===== src/rtl/tawas_rcn_load_return.sv =====
// tawas_rcn_load_return
//   Return stage between the Raccoon bus master and the register-file RACCOON_LOAD
//   write port. Load responses are queued in a small FIFO, formatted (byte/half
//   lane select with zero/sign extension, or word pass-through) and written at
//   most once per cycle. A 32-bit scoreboard tracks loads in flight per
//   {slice, register} so decode can stall on pending registers.
//
// Optional build macro: TAWAS_RCN_LOAD_BYPASS_EN
//   When defined, a response arriving into an empty FIFO with no LOAD_HOLD skips
//   the FIFO and reaches the output register one cycle earlier.
//
// Ports
//   CLK, RST_N                : clock, asynchronous active-low reset
//   RSP_VLD/RSP_RDY           : response handshake
//   RSP_SLICE/SEL/SIZE/SIGNED/ADDR_LO/DATA : response fields
//   LOAD_HOLD                 : inhibit FIFO pop this cycle
//   PEND_SET_VLD/SLICE/SEL    : mark a register pending when a load issues
//   RACCOON_LOAD_VLD/SLICE/SEL/RACCOON_LOAD : registered register-file write
//   PEND                      : scoreboard, bit index {slice, sel}
//   PEND_ERR, ALIGN_ERR       : sticky error flags

module tawas_rcn_load_return #(
  parameter int unsigned DEPTH = 4,
  parameter int unsigned PTR_W = 2
) (
  input  logic        CLK,
  input  logic        RST_N,
  input  logic        RSP_VLD,
  output logic        RSP_RDY,
  input  logic [1:0]  RSP_SLICE,
  input  logic [2:0]  RSP_SEL,
  input  logic [1:0]  RSP_SIZE,
  input  logic        RSP_SIGNED,
  input  logic [1:0]  RSP_ADDR_LO,
  input  logic [31:0] RSP_DATA,
  input  logic        LOAD_HOLD,
  input  logic        PEND_SET_VLD,
  input  logic [1:0]  PEND_SET_SLICE,
  input  logic [2:0]  PEND_SET_SEL,
  output logic        RACCOON_LOAD_VLD,
  output logic [1:0]  RACCOON_LOAD_SLICE,
  output logic [2:0]  RACCOON_LOAD_SEL,
  output logic [31:0] RACCOON_LOAD,
  output logic [31:0] PEND,
  output logic        PEND_ERR,
  output logic        ALIGN_ERR
);

  typedef struct packed {
    logic [1:0]  slice;
    logic [2:0]  sel;
    logic [1:0]  size;
    logic        sgn;
    logic [1:0]  addr_lo;
    logic [31:0] data;
  } rsp_t;

  localparam logic [PTR_W:0] CntFull = (PTR_W + 1)'(DEPTH);

  rsp_t             mem_q [DEPTH];
  logic [PTR_W-1:0] wr_ptr_q, rd_ptr_q;
  logic [PTR_W:0]   count_q, count_d;

  logic        out_vld_q;
  logic [1:0]  out_slice_q;
  logic [2:0]  out_sel_q;
  logic [31:0] out_data_q;
  logic [31:0] pend_q, pend_d;
  logic        pend_err_q, pend_err_d;
  logic        align_err_q;

  rsp_t in_rsp, head, out_rsp;
  logic push, pop, bypass, fifo_wr, out_fire;
  logic [4:0] set_idx, clr_idx;

  // Align and extend a response into register-file format.
  function automatic logic [31:0] fmt(input rsp_t r);
    logic [7:0]  b;
    logic [15:0] h;
    case (r.addr_lo)
      2'd0:    b = r.data[7:0];
      2'd1:    b = r.data[15:8];
      2'd2:    b = r.data[23:16];
      default: b = r.data[31:24];
    endcase
    // A misaligned half (addr_lo[0]=1) is treated as if bit 0 were clear.
    h = r.addr_lo[1] ? r.data[31:16] : r.data[15:0];
    case (r.size)
      2'd0:    fmt = {{24{r.sgn & b[7]}}, b};
      2'd1:    fmt = {{16{r.sgn & h[15]}}, h};
      default: fmt = r.data;
    endcase
  endfunction

  assign in_rsp = '{slice: RSP_SLICE, sel: RSP_SEL, size: RSP_SIZE, sgn: RSP_SIGNED,
                    addr_lo: RSP_ADDR_LO, data: RSP_DATA};
  assign head   = mem_q[rd_ptr_q];

  // Ready comes from the registered count only; forced low during reset.
  assign RSP_RDY = RST_N && (count_q != CntFull);
  assign push    = RSP_VLD && RSP_RDY;
  assign pop     = (count_q != '0) && !LOAD_HOLD;

`ifdef TAWAS_RCN_LOAD_BYPASS_EN
  assign bypass = push && (count_q == '0) && !LOAD_HOLD;
`else
  assign bypass = 1'b0;
`endif

  assign fifo_wr  = push && !bypass;
  // pop needs a non-empty FIFO and bypass an empty one, so they never coincide.
  assign out_fire = pop || bypass;
  assign out_rsp  = bypass ? in_rsp : head;

  assign set_idx = {PEND_SET_SLICE, PEND_SET_SEL};
  assign clr_idx = {out_rsp.slice, out_rsp.sel};

  always_comb begin
    count_d = count_q;
    case ({fifo_wr, pop})
      2'b10:   count_d = count_q + 1'b1;
      2'b01:   count_d = count_q - 1'b1;
      default: count_d = count_q;
    endcase
  end

  // Clear first, then set, so a same-edge set wins.
  always_comb begin
    pend_d     = pend_q;
    pend_err_d = pend_err_q;
    if (out_fire) pend_d[clr_idx] = 1'b0;
    if (PEND_SET_VLD) begin
      if (pend_q[set_idx] && !(out_fire && (clr_idx == set_idx))) pend_err_d = 1'b1;
      pend_d[set_idx] = 1'b1;
    end
  end

  // Storage needs no reset: pointers and count define validity.
  always_ff @(posedge CLK) begin
    if (fifo_wr) mem_q[wr_ptr_q] <= in_rsp;
  end

  always_ff @(posedge CLK or negedge RST_N) begin
    if (!RST_N) begin
      wr_ptr_q    <= '0;
      rd_ptr_q    <= '0;
      count_q     <= '0;
      out_vld_q   <= 1'b0;
      out_slice_q <= '0;
      out_sel_q   <= '0;
      out_data_q  <= '0;
      pend_q      <= '0;
      pend_err_q  <= 1'b0;
      align_err_q <= 1'b0;
    end else begin
      count_q    <= count_d;
      pend_q     <= pend_d;
      pend_err_q <= pend_err_d;
      out_vld_q  <= out_fire;
      if (fifo_wr) wr_ptr_q <= wr_ptr_q + 1'b1;
      if (pop)     rd_ptr_q <= rd_ptr_q + 1'b1;
      if (out_fire) begin
        out_slice_q <= out_rsp.slice;
        out_sel_q   <= out_rsp.sel;
        out_data_q  <= fmt(out_rsp);
        if (out_rsp.size == 2'd1 && out_rsp.addr_lo[0]) align_err_q <= 1'b1;
      end
    end
  end

  assign RACCOON_LOAD_VLD   = out_vld_q;
  assign RACCOON_LOAD_SLICE = out_slice_q;
  assign RACCOON_LOAD_SEL   = out_sel_q;
  assign RACCOON_LOAD       = out_data_q;
  assign PEND               = pend_q;
  assign PEND_ERR           = pend_err_q;
  assign ALIGN_ERR          = align_err_q;

endmodule


===== config.mk =====
export PLATFORM = sky130hd
export DESIGN_NAME = tawas_rcn_load_return
export DESIGN_NICKNAME = d
export VERILOG_FILES = /design/src/rtl/tawas_rcn_load_return.sv
export SDC_FILE = /design/constraint.sdc
export NUM_CORES = 1
export LEC_CHECK = 0
export BUFFER_PORTS_ARGS = -buffer_cell sky130_fd_sc_hd__buf_2
export CORE_ASPECT_RATIO = 1.25
export CORE_MARGIN = 1.5
export CORE_UTILIZATION = 35
export CTS_CLUSTER_SIZE = 16
export DETAILED_ROUTE_END_ITERATION = 6
export SLEW_MARGIN = 40
export SYNTH_ARGS = -nofsm -noshare
export SYNTH_HDL_FRONTEND = slang
export SYNTH_SLANG_ARGS = --single-unit

===== constraint.sdc =====
create_clock -name CLK -period 5.37 [get_ports CLK]
set_clock_uncertainty 0.05 [all_clocks]
set_input_delay 0.2685 -clock CLK [delete_from_list [all_inputs] [get_ports CLK]]
set_output_delay 0.2685 -clock CLK [all_outputs]
set_load 0.05 [all_outputs]

==> reports/qor.csv, run 1 <==
metric;value;unit
status;finished, final reports clean;
area of the multi-input gates;2860;sq um
first-pass GRT wire length;37200;microns
Die W;155;microns
Iter 0 DRT Violations;378;
diode count;0;
H-tree levels;1;
Leakage Power;4.65;nW
Reg area;7030;sq um
clock-pin slew on the worst setup and hold paths;60;ps
commonest non-fill, non-tap cell in the layout;edfxtp_1;
hold path endpoint;wr_ptr_q[0];
vias in the first global route;6083;
Net Count, Synth;686;
kind of critical path;reg -> reg;
TritonCTS Buffers;26;
Via density;5.21;
clk buf depth;3;
TritonRoute pass-1 iters;4;
FMAX;341;MHz
synthesized area;10100;sq um
Min Clock Period, post-route;2930;ps
Pins Over Slew Limit;0;
fraction of final layout cells sized beyond drive strength 1;29.9;%
hold depth;3;
DIE HEIGHT;193;microns
Initial Util;35.5;%
Post-CTS Resized;0;
number of vias in the routed layout;6102;
setup TNS;0;ps
DRC;0;
# clock sinks;247;
Netlist cell types;47;
Max-Cap Viols;0;
post-synth top area share;50.1;%
slew margin rel.;49.0;%
Min Hold Slack;133;ps
register area share after synthesis;69.7;%
CP required;5750;ps
area delta synth->final;22.1;%
Reg-to-Reg Start;rd_ptr_q[1];
Final Net Count;854;
full die area;29800;sq um
RSZ-0062 raised after global routing;no;
routability congestion estimate;0.815;
HPWL Detailed;16000;microns
Port Buffers;124;
I/O pin count;125;
Final Hold Fails;0;
initial antenna violation count;0;
crit end category;register;
post-route setup slack;2440;ps
Crit Path Max Fanout;26;
Synthesis Warnings;0;
EDFF count, synth;168;
Main synth FF type;edfxtp_1;
final setup fails;0;
Final ANT Viol Nets;0;
Reg2Reg Capture Point;RACCOON_LOAD[27];
clk root buf;clkbuf_16;
ys async rst share;32.0;%
Pwr Density;616;nW/um^2
Mapped Cells;628;
Worst Hold Class;in -> reg;
core footprint;28400;sq um
commonest cells after routing, fill and taps aside;168 x edfxtp_1, 123 x buf_2, 77 x dfrtp_1, 65 x nand2_1, 49 x o21ai_0;
hold wc startpoint;RSP_VLD;
leading area contributor after synthesis;edfxtp_1;
crit path DAT;3310;ps
CTS tree;built;
fin util;43.3;%
CP Launch Type;register;
ranking of synthesized cells by area;edfxtp_1 50%, dfrtp_1 20%, mux4_2 10%;
worst skew pair latency;530;ps
Row Count;69;
FF-to-FF path depth;6;
reg2reg setup slack;2440;ps
Place WS;2390;ps
Syn Area/Cell;16.0;sq um
Overflow after GRT;0;
Worst VDD drop;0.316;mV
Fillers;2536;
largest net degree at the start of global routing;49;
Worst-Margin Slew;765;ps
DR WL/cell;20.6;microns
synthesis-stage register bit count;247;
Period Utilization, post-route;54.6;%
wire length after detailed routing;24100;microns
GRT Overall Usage;16.4;%
Yosys cell counts, types with 5 or more instances:
| cell type | n |
|---|---|
| nor2_1 | 8 |
| edfxtp_1 | 168 |
| o22a_1 | 8 |
| mux2i_1 | 18 |
| xnor2_1 | 8 |
| buf_2 | 11 |
| o211ai_1 | 10 |
| ha_1 | 5 |
| a21oi_1 | 10 |
| o21ai_1 | 24 |
| clkbuf_1 | 16 |
| mux2_2 | 8 |
| inv_1 | 9 |
| nand3_1 | 16 |
| a22o_1 | 6 |
| nand2_1 | 65 |
| o21ai_0 | 49 |
| mux4_2 | 46 |
| nand3b_1 | 11 |
| dfrtp_1 | 79 |
cell type report:
type	count	share of cell area [%]
multi-input combinational	336	23.2
clock inverter	13	0.742
sequential	247	57.1
clock buffer	35	5.98
inverter	9	0.274
timing repair buffer	176	9.13
tap	355	3.61
layer usage:
metal  wire [microns]  global-route usage (%)
met1            10200                    21.5
met4              310                    3.55
met5                0                       0
met3             1300                    2.67
met2            12300                    28.9
cells by family after synthesis:
family,Yosys count,share of synthesized area (%)
AO/OA/AOI/OAI,119,7.03
XOR/XNOR,11,0.956
adder cells (fa/ha/maj),6,0.819
buffers and inverters,45,2.18
flip-flops,247,69.7
multiplexers,73,13.1
AND/OR/NAND/NOR,127,6.24
power by group:
part | switching, mW | total (mW) | internal (mW)
clock | 0.719 | 1.73 | 1.01
combinational | 2.03 | 3.02 | 0.993
sequential | 0.357 | 2.83 | 2.48
total | 3.11 | 7.58 | 4.48
stage by stage:
| step | power (mW) | std cells | instance area [sq um] |
|---|---|---|---|
| after CTS | 7.65 | 1171 | 12300 |
| final | 7.58 | 1171 | 12300 |
| after global placement | 5.83 | 1079 | 11000 |
| after global routing | 7.96 | 1171 | 12300 |
| after detailed placement | 5.89 | 1079 | 11000 |
| after floorplan | 5.08 | 628 | 10100 |
registers in the layout, indices dropped and copies added, names as in the netlist, 2 cells and up:
name	flops
PEND	32
RACCOON_LOAD	32
RACCOON_LOAD_SEL	3
RACCOON_LOAD_SLICE	2
count_q	3
mem_q	168
rd_ptr_q	2
wr_ptr_q	2
worst max path at each step:
| stage | start | end | slack [ps] | cells past startpoint |
|---|---|---|---|---|
| finish | rd_ptr_q[1] | RACCOON_LOAD[27] | 2440 | 6 |
| global route | rd_ptr_q[0] | PEND[28] | 2220 | 5 |
| CTS | rd_ptr_q[0] | PEND[28] | 2390 | 5 |
| detailed placement | rd_ptr_q[0] | PEND[28] | 2390 | 5 |
| global placement | rd_ptr_q[0] | PEND[28] | 2220 | 5 |
| floorplan | count_q[1] | mem_q[0][0] | 2290 | 3 |
critical path: stages (launching register included):
cell	delay (ps)
dfrtp_2	870
buf_4	410
mux4_2	410
nor2_1	190
mux2i_1	260
nand3_2	390
o211ai_1	230
repair_timing:
item	CTS	global route
hold endpoints to repair	208	0
hold buffers	44	0
buffers inserted	0	0
(Power assumes the default switching activity.)
==> run 2: changes to the inputs <==
==> constraint.sdc (replaced) <==
create_clock -name CLK -period 2.9 [get_ports CLK]
set_clock_uncertainty 0.05 [all_clocks]
set_input_delay 0.145 -clock CLK [delete_from_list [all_inputs] [get_ports CLK]]
set_output_delay 0.145 -clock CLK [all_outputs]
set_load 0.05 [all_outputs]
==> reports/qor.csv, run 2 (synthesis gave the netlist of run 1 again) <==
metric;value;unit
Die W;155;microns
Worst VDD drop;0.575;mV
Final Net Count;862;
Min Clock Period, post-route;2530;ps
Final ANT Viol Nets;0;
Crit Path Max Fanout;16;
dpl cell area;11100;sq um
GRT Overall Usage;16.1;%
DRC;0;
worst path cell trace;mux4_2, mux2i_2, mux2i_1, nand3_2, o211ai_1;
HPWL Detailed;15800;microns
commonest non-fill, non-tap cell in the layout;edfxtp_1;
H-tree levels;1;
kind of critical path;reg -> reg;
clock-pin slew on the worst setup and hold paths;60;ps
Port Buffers;124;
clk root buf;clkbuf_16;
Fillers;2516;
worst skew pair latency;520;ps
Final Hold Fails;0;
TritonCTS Buffers;26;
Initial Util;35.5;%
slew margin rel.;55.8;%
TritonRoute pass-1 iters;4;
status;finished, final reports clean;
Period Utilization, post-route;87.4;%
fraction of final layout cells sized beyond drive strength 1;29.6;%
RSZ-0062 raised after global routing;no;
crit end category;register;
fin util;43.8;%
core footprint;28400;sq um
diode count;0;
crit path DAT;2910;ps
Max-Cap Viols;0;
wire length after detailed routing;23600;microns
slowest CP cell;mux4_2;
I/O pin count;125;
setup TNS;0;ps
Via density;5.17;
final setup fails;0;
FMAX;395;MHz
CTS tree;built;
commonest cells after routing, fill and taps aside;168 x edfxtp_1, 123 x buf_2, 77 x dfrtp_1, 65 x nand2_1, 49 x o21ai_0;
Row Count;69;
DIE HEIGHT;193;microns
slowest stage delay, CP;770;ps
max reg flops;168;
post-route cell area;12400;sq um
clk buf depth;3;
initial antenna violation count;0;
DR WL/cell;20.0;microns
Iter 0 DRT Violations;435;
first-pass GRT wire length;36700;microns
largest net degree at the start of global routing;50;
Leakage Power;4.70;nW
routability congestion estimate;0.825;
# clock sinks;247;
CP Launch Type;register;
CP required;3280;ps
vias in the first global route;6215;
Reg area;7020;sq um
Pwr Density;1140;nW/um^2
Overflow after GRT;0;
Most flops, register;mem_q;
full die area;29800;sq um
Worst-Margin Slew;663;ps
number of vias in the routed layout;6091;
area delta synth->final;23.3;%
Worst Hold Class;in -> reg;
area of the multi-input gates;2840;sq um
Pins Over Slew Limit;0;
## run 2: changes by cell type in the layout (fill, tap and decap cells not counted), moves of 3 or more
| cell | before | now |
|---|---|---|
| clkinv_2 | 10 | 2 |
| buf_4 | 9 | 12 |
| clkbuf_1 | 5 | 13 |
| and3_2 | 1 | 4 |
| buf_12 | 0 | 4 |
| and3_4 | 3 | 0 |
## run 2: worst max-delay path, delay by kind of cell (launching register included)
family,cells,cell delay [ps]
flip-flops,1,600
AO/OA/AOI/OAI,1,230
AND/OR/NAND/NOR,1,360
multiplexers,3,1210
## run 2: layout make-up
| class | count | share of cell area, % |
|---|---|---|
| sequential | 247 | 56.5 |
| multi-input combinational | 336 | 22.9 |
| timing repair buffer | 184 | 9.95 |
| clock buffer | 44 | 6.27 |
| tap | 355 | 3.57 |
| clock inverter | 4 | 0.564 |
| inverter | 9 | 0.272 |
## run 2: what timing repair did
| action | 4_1_cts | 5_1_grt |
|---|---|---|
| resized for setup | 0 | 0 |
| endpoints found under the setup margin | 0 | 0 |
| hold endpoints to repair | 200 | 0 |
| buffers inserted | 0 | 0 |
| hold buffers | 45 | 0 |
## run 2: power by group
group	internal, mW	total, mW	switching (mW)
Combinational	1.90	5.76	3.86
Sequential	4.58	5.12	0.539
Clock	1.99	3.26	1.26
## run 2: metrics by stage
| step | total power [mW] | hold slack (ps) | worst slack [ps] | cells |
|---|---|---|---|---|
| after floorplan | 9.40 | -201 | 193 | 628 |
| after global placement | 10.9 | 171 | 413 | 1086 |
| after detailed placement | 11.0 | 174 | 328 | 1086 |
| after CTS | 14.3 | 2.99 | 335 | 1179 |
| after global routing | 14.9 | 41.2 | 163 | 1179 |
| final | 14.1 | 36.7 | 365 | 1179 |
## run 2: routing by layer
layer / up-vias / track usage (%) / wire (microns)
met3: 28 / 3.32 / 1430
met5: - / 0 / 0
met4: 0 / 4.29 / 352
met1: 3079 / 20.8 / 10000
li1: 2781 / - / -
met2: 203 / 27.7 / 11800
## run 2: worst paths after layout
kind	from	cells past startpoint	slack, ps	endpoint
min in group asynchronous	RST_N	3	180	PEND[0]
min reg2reg	PEND_ERR	1	430	PEND_ERR
min	PEND_SET_SEL[2]	3	40	PEND[4]
max	rd_ptr_q[0]	5	370	RACCOON_LOAD[30]
max reg2reg	rd_ptr_q[0]	5	370	RACCOON_LOAD[30]
max in group asynchronous	RST_N	4	1600	RACCOON_LOAD[23]
==> run 3: changes to the inputs <==
--- a/config.mk
+++ b/config.mk
@@ -7,7 +7,7 @@
 export LEC_CHECK = 0
 export BUFFER_PORTS_ARGS = -buffer_cell sky130_fd_sc_hd__buf_2
 export CORE_ASPECT_RATIO = 1.25
-export CORE_MARGIN = 1.5
+export CORE_MARGIN = 2
 export CORE_UTILIZATION = 35
 export CTS_CLUSTER_SIZE = 16
 export DETAILED_ROUTE_END_ITERATION = 6
==> reports/qor.csv, run 3 (synthesis gave the netlist of run 1 again) <==
metric;value;unit
Row Count;69;
max reg flops;168;
top routing layer used;met4;
hold_buf cts;46;
Pins Over Slew Limit;0;
GRT Overall Usage;16.0;%
Post-CTS Resized;0;
I/O pin count;125;
Clk pwr share;23.5;%
final setup fails;0;
setup TNS;0;ps
crit path DAT;2910;ps
Worst-Margin Slew;757;ps
Initial Util;35.5;%
TritonCTS Buffers;27;
full die area;30200;sq um
initial antenna violation count;0;
HPWL Detailed;16200;microns
Period Utilization, post-route;87.1;%
first-pass GRT wire length;37300;microns
TritonRoute pass-1 iters;5;
Worst Hold Class;in -> reg;
reg2reg setup slack;370;ps
switching share of power;40.1;%
Iter 0 DRT Violations;454;
WL met2;12200;microns
# clock sinks;247;
Setup Fix Bufs, Post-CTS;0;
CP required;3280;ps
Crit Path Max Fanout;16;
Final Net Count;868;
DR WL met3;1510;microns
Combinational Power Share;40.6;%
status;finished, final reports clean;
Overflow after GRT;0;
Final Instance Count excl. Fillers;1184;
clk buf depth;3;
Max-Cap Viols;0;
FMAX;396;MHz
worst path cell trace;mux4_2, mux2i_2, mux2i_1, nand3_2, o211ai_1;
H-tree levels;1;
clk root buf;clkbuf_16;
worst skew pair latency;520;ps
largest net degree at the start of global routing;77;
Placed Cells;1090;
Worst VDD drop;0.608;mV
Most flops, register;mem_q;
Port Buffers;124;
Sw Pwr;5.74;mW
CTS tree;built;
DR WL/cell;20.4;microns
DRC;0;
Flop pwr share;35.9;%
core footprint;28400;sq um
Final ANT Viol Nets;0;
DIE HEIGHT;194;microns
overall power;14.3;mW
number of vias in the routed layout;6189;
CP Launch Type;register;
met1 wire length;10000;microns
crit end category;register;
diode count;0;
wire length after detailed routing;24100;microns
Pwr Density;1150;nW/um^2
Die W;156;microns
fraction of final layout cells sized beyond drive strength 1;30.0;%
vias in the first global route;6332;
clock-pin slew on the worst setup and hold paths;60;ps
area delta synth->final;24.0;%
commonest non-fill, non-tap cell in the layout;edfxtp_1;
RSZ-0062 raised after global routing;no;
fin util;44.0;%
Leakage Power;4.73;nW
kind of critical path;reg -> reg;
internal power;8.59;mW
Final Hold Fails;0;
slowest CP cell;mux4_2;
Via density;5.23;
slew margin rel.;49.6;%
Min Clock Period, post-route;2530;ps
commonest cells after routing, fill and taps aside;168 x edfxtp_1, 123 x buf_2, 77 x dfrtp_1, 65 x nand2_1, 49 x o21ai_0;
routability congestion estimate;0.818;
Fillers;2554;
slowest stage delay, CP;760;ps
==> run 3: cell count changes in the layout (fill, tap and decap cells not counted), sizes merged <==
cell	change
buf	+4
bufinv	+1
clkbuf	-4
clkinv	+2
clkinvlp	+1
dlygate4sd3	+1
==> run 3: worst max-delay path, delay by kind of cell, from the launching register on <==
kind,cells,cell delay (ps)
AOI/OAI and AO/OA,1,230
DFF,1,560
muxes,3,1210
and+or+nand+nor,1,370
==> run 3: stage by stage <==
stage / cell area (sq um) / worst slack (ps) / hold slack [ps]
after global placement: 11200 / 426 / -102
after CTS: 12500 / 340 / 13.9
after floorplan: 10100 / 193 / -201
after detailed placement: 11200 / 373 / -99.3
after global routing: 12500 / 148 / 37.8
final: 12500 / 373 / 35.1
==> run 3: area by class of cell <==
class	count	area (sq um)	area share, %
clock buffer	40	754	6.04
multi-input combinational	336	2840	22.7
timing repair buffer	189	1280	10.2
sequential	247	7020	56.2
tap	355	444	3.55
clock inverter	8	119	0.951
inverter	9	33.8	0.270
==> run 3: layer usage <==
metal  up-vias  GRT usage [%]
met5         -              0
li1       2788              -
met1      3150           21.4
met2       215           27.4
met3        36           2.53
met4         0           3.98
==> run 3: power by group through the flow <==
stage / combinational, mW / clock [mW] / sequential, mW
3_5_place_dp: 5.82 / 0 / 5.22
6_report: 5.82 / 3.37 / 5.15
3_3_place_gp: 5.78 / 0 / 5.20
2_1_floorplan: 2.77 / 0 / 6.62
4_1_cts: 5.89 / 3.45 / 5.15
5_1_grt: 6.27 / 3.59 / 5.23
==> run 3: final timing paths <==
path	startpoint	endpoint	cells after the start
hold / removal	PEND_SET_SEL[2]	PEND[4]	3
setup / recovery	rd_ptr_q[0]	RACCOON_LOAD[29]	5
max in group asynchronous	RST_N	rd_ptr_q[0]	3
min in group asynchronous	RST_N	PEND[15]	3
hold reg to reg	ALIGN_ERR	ALIGN_ERR	1
setup reg to reg	rd_ptr_q[0]	RACCOON_LOAD[29]	5
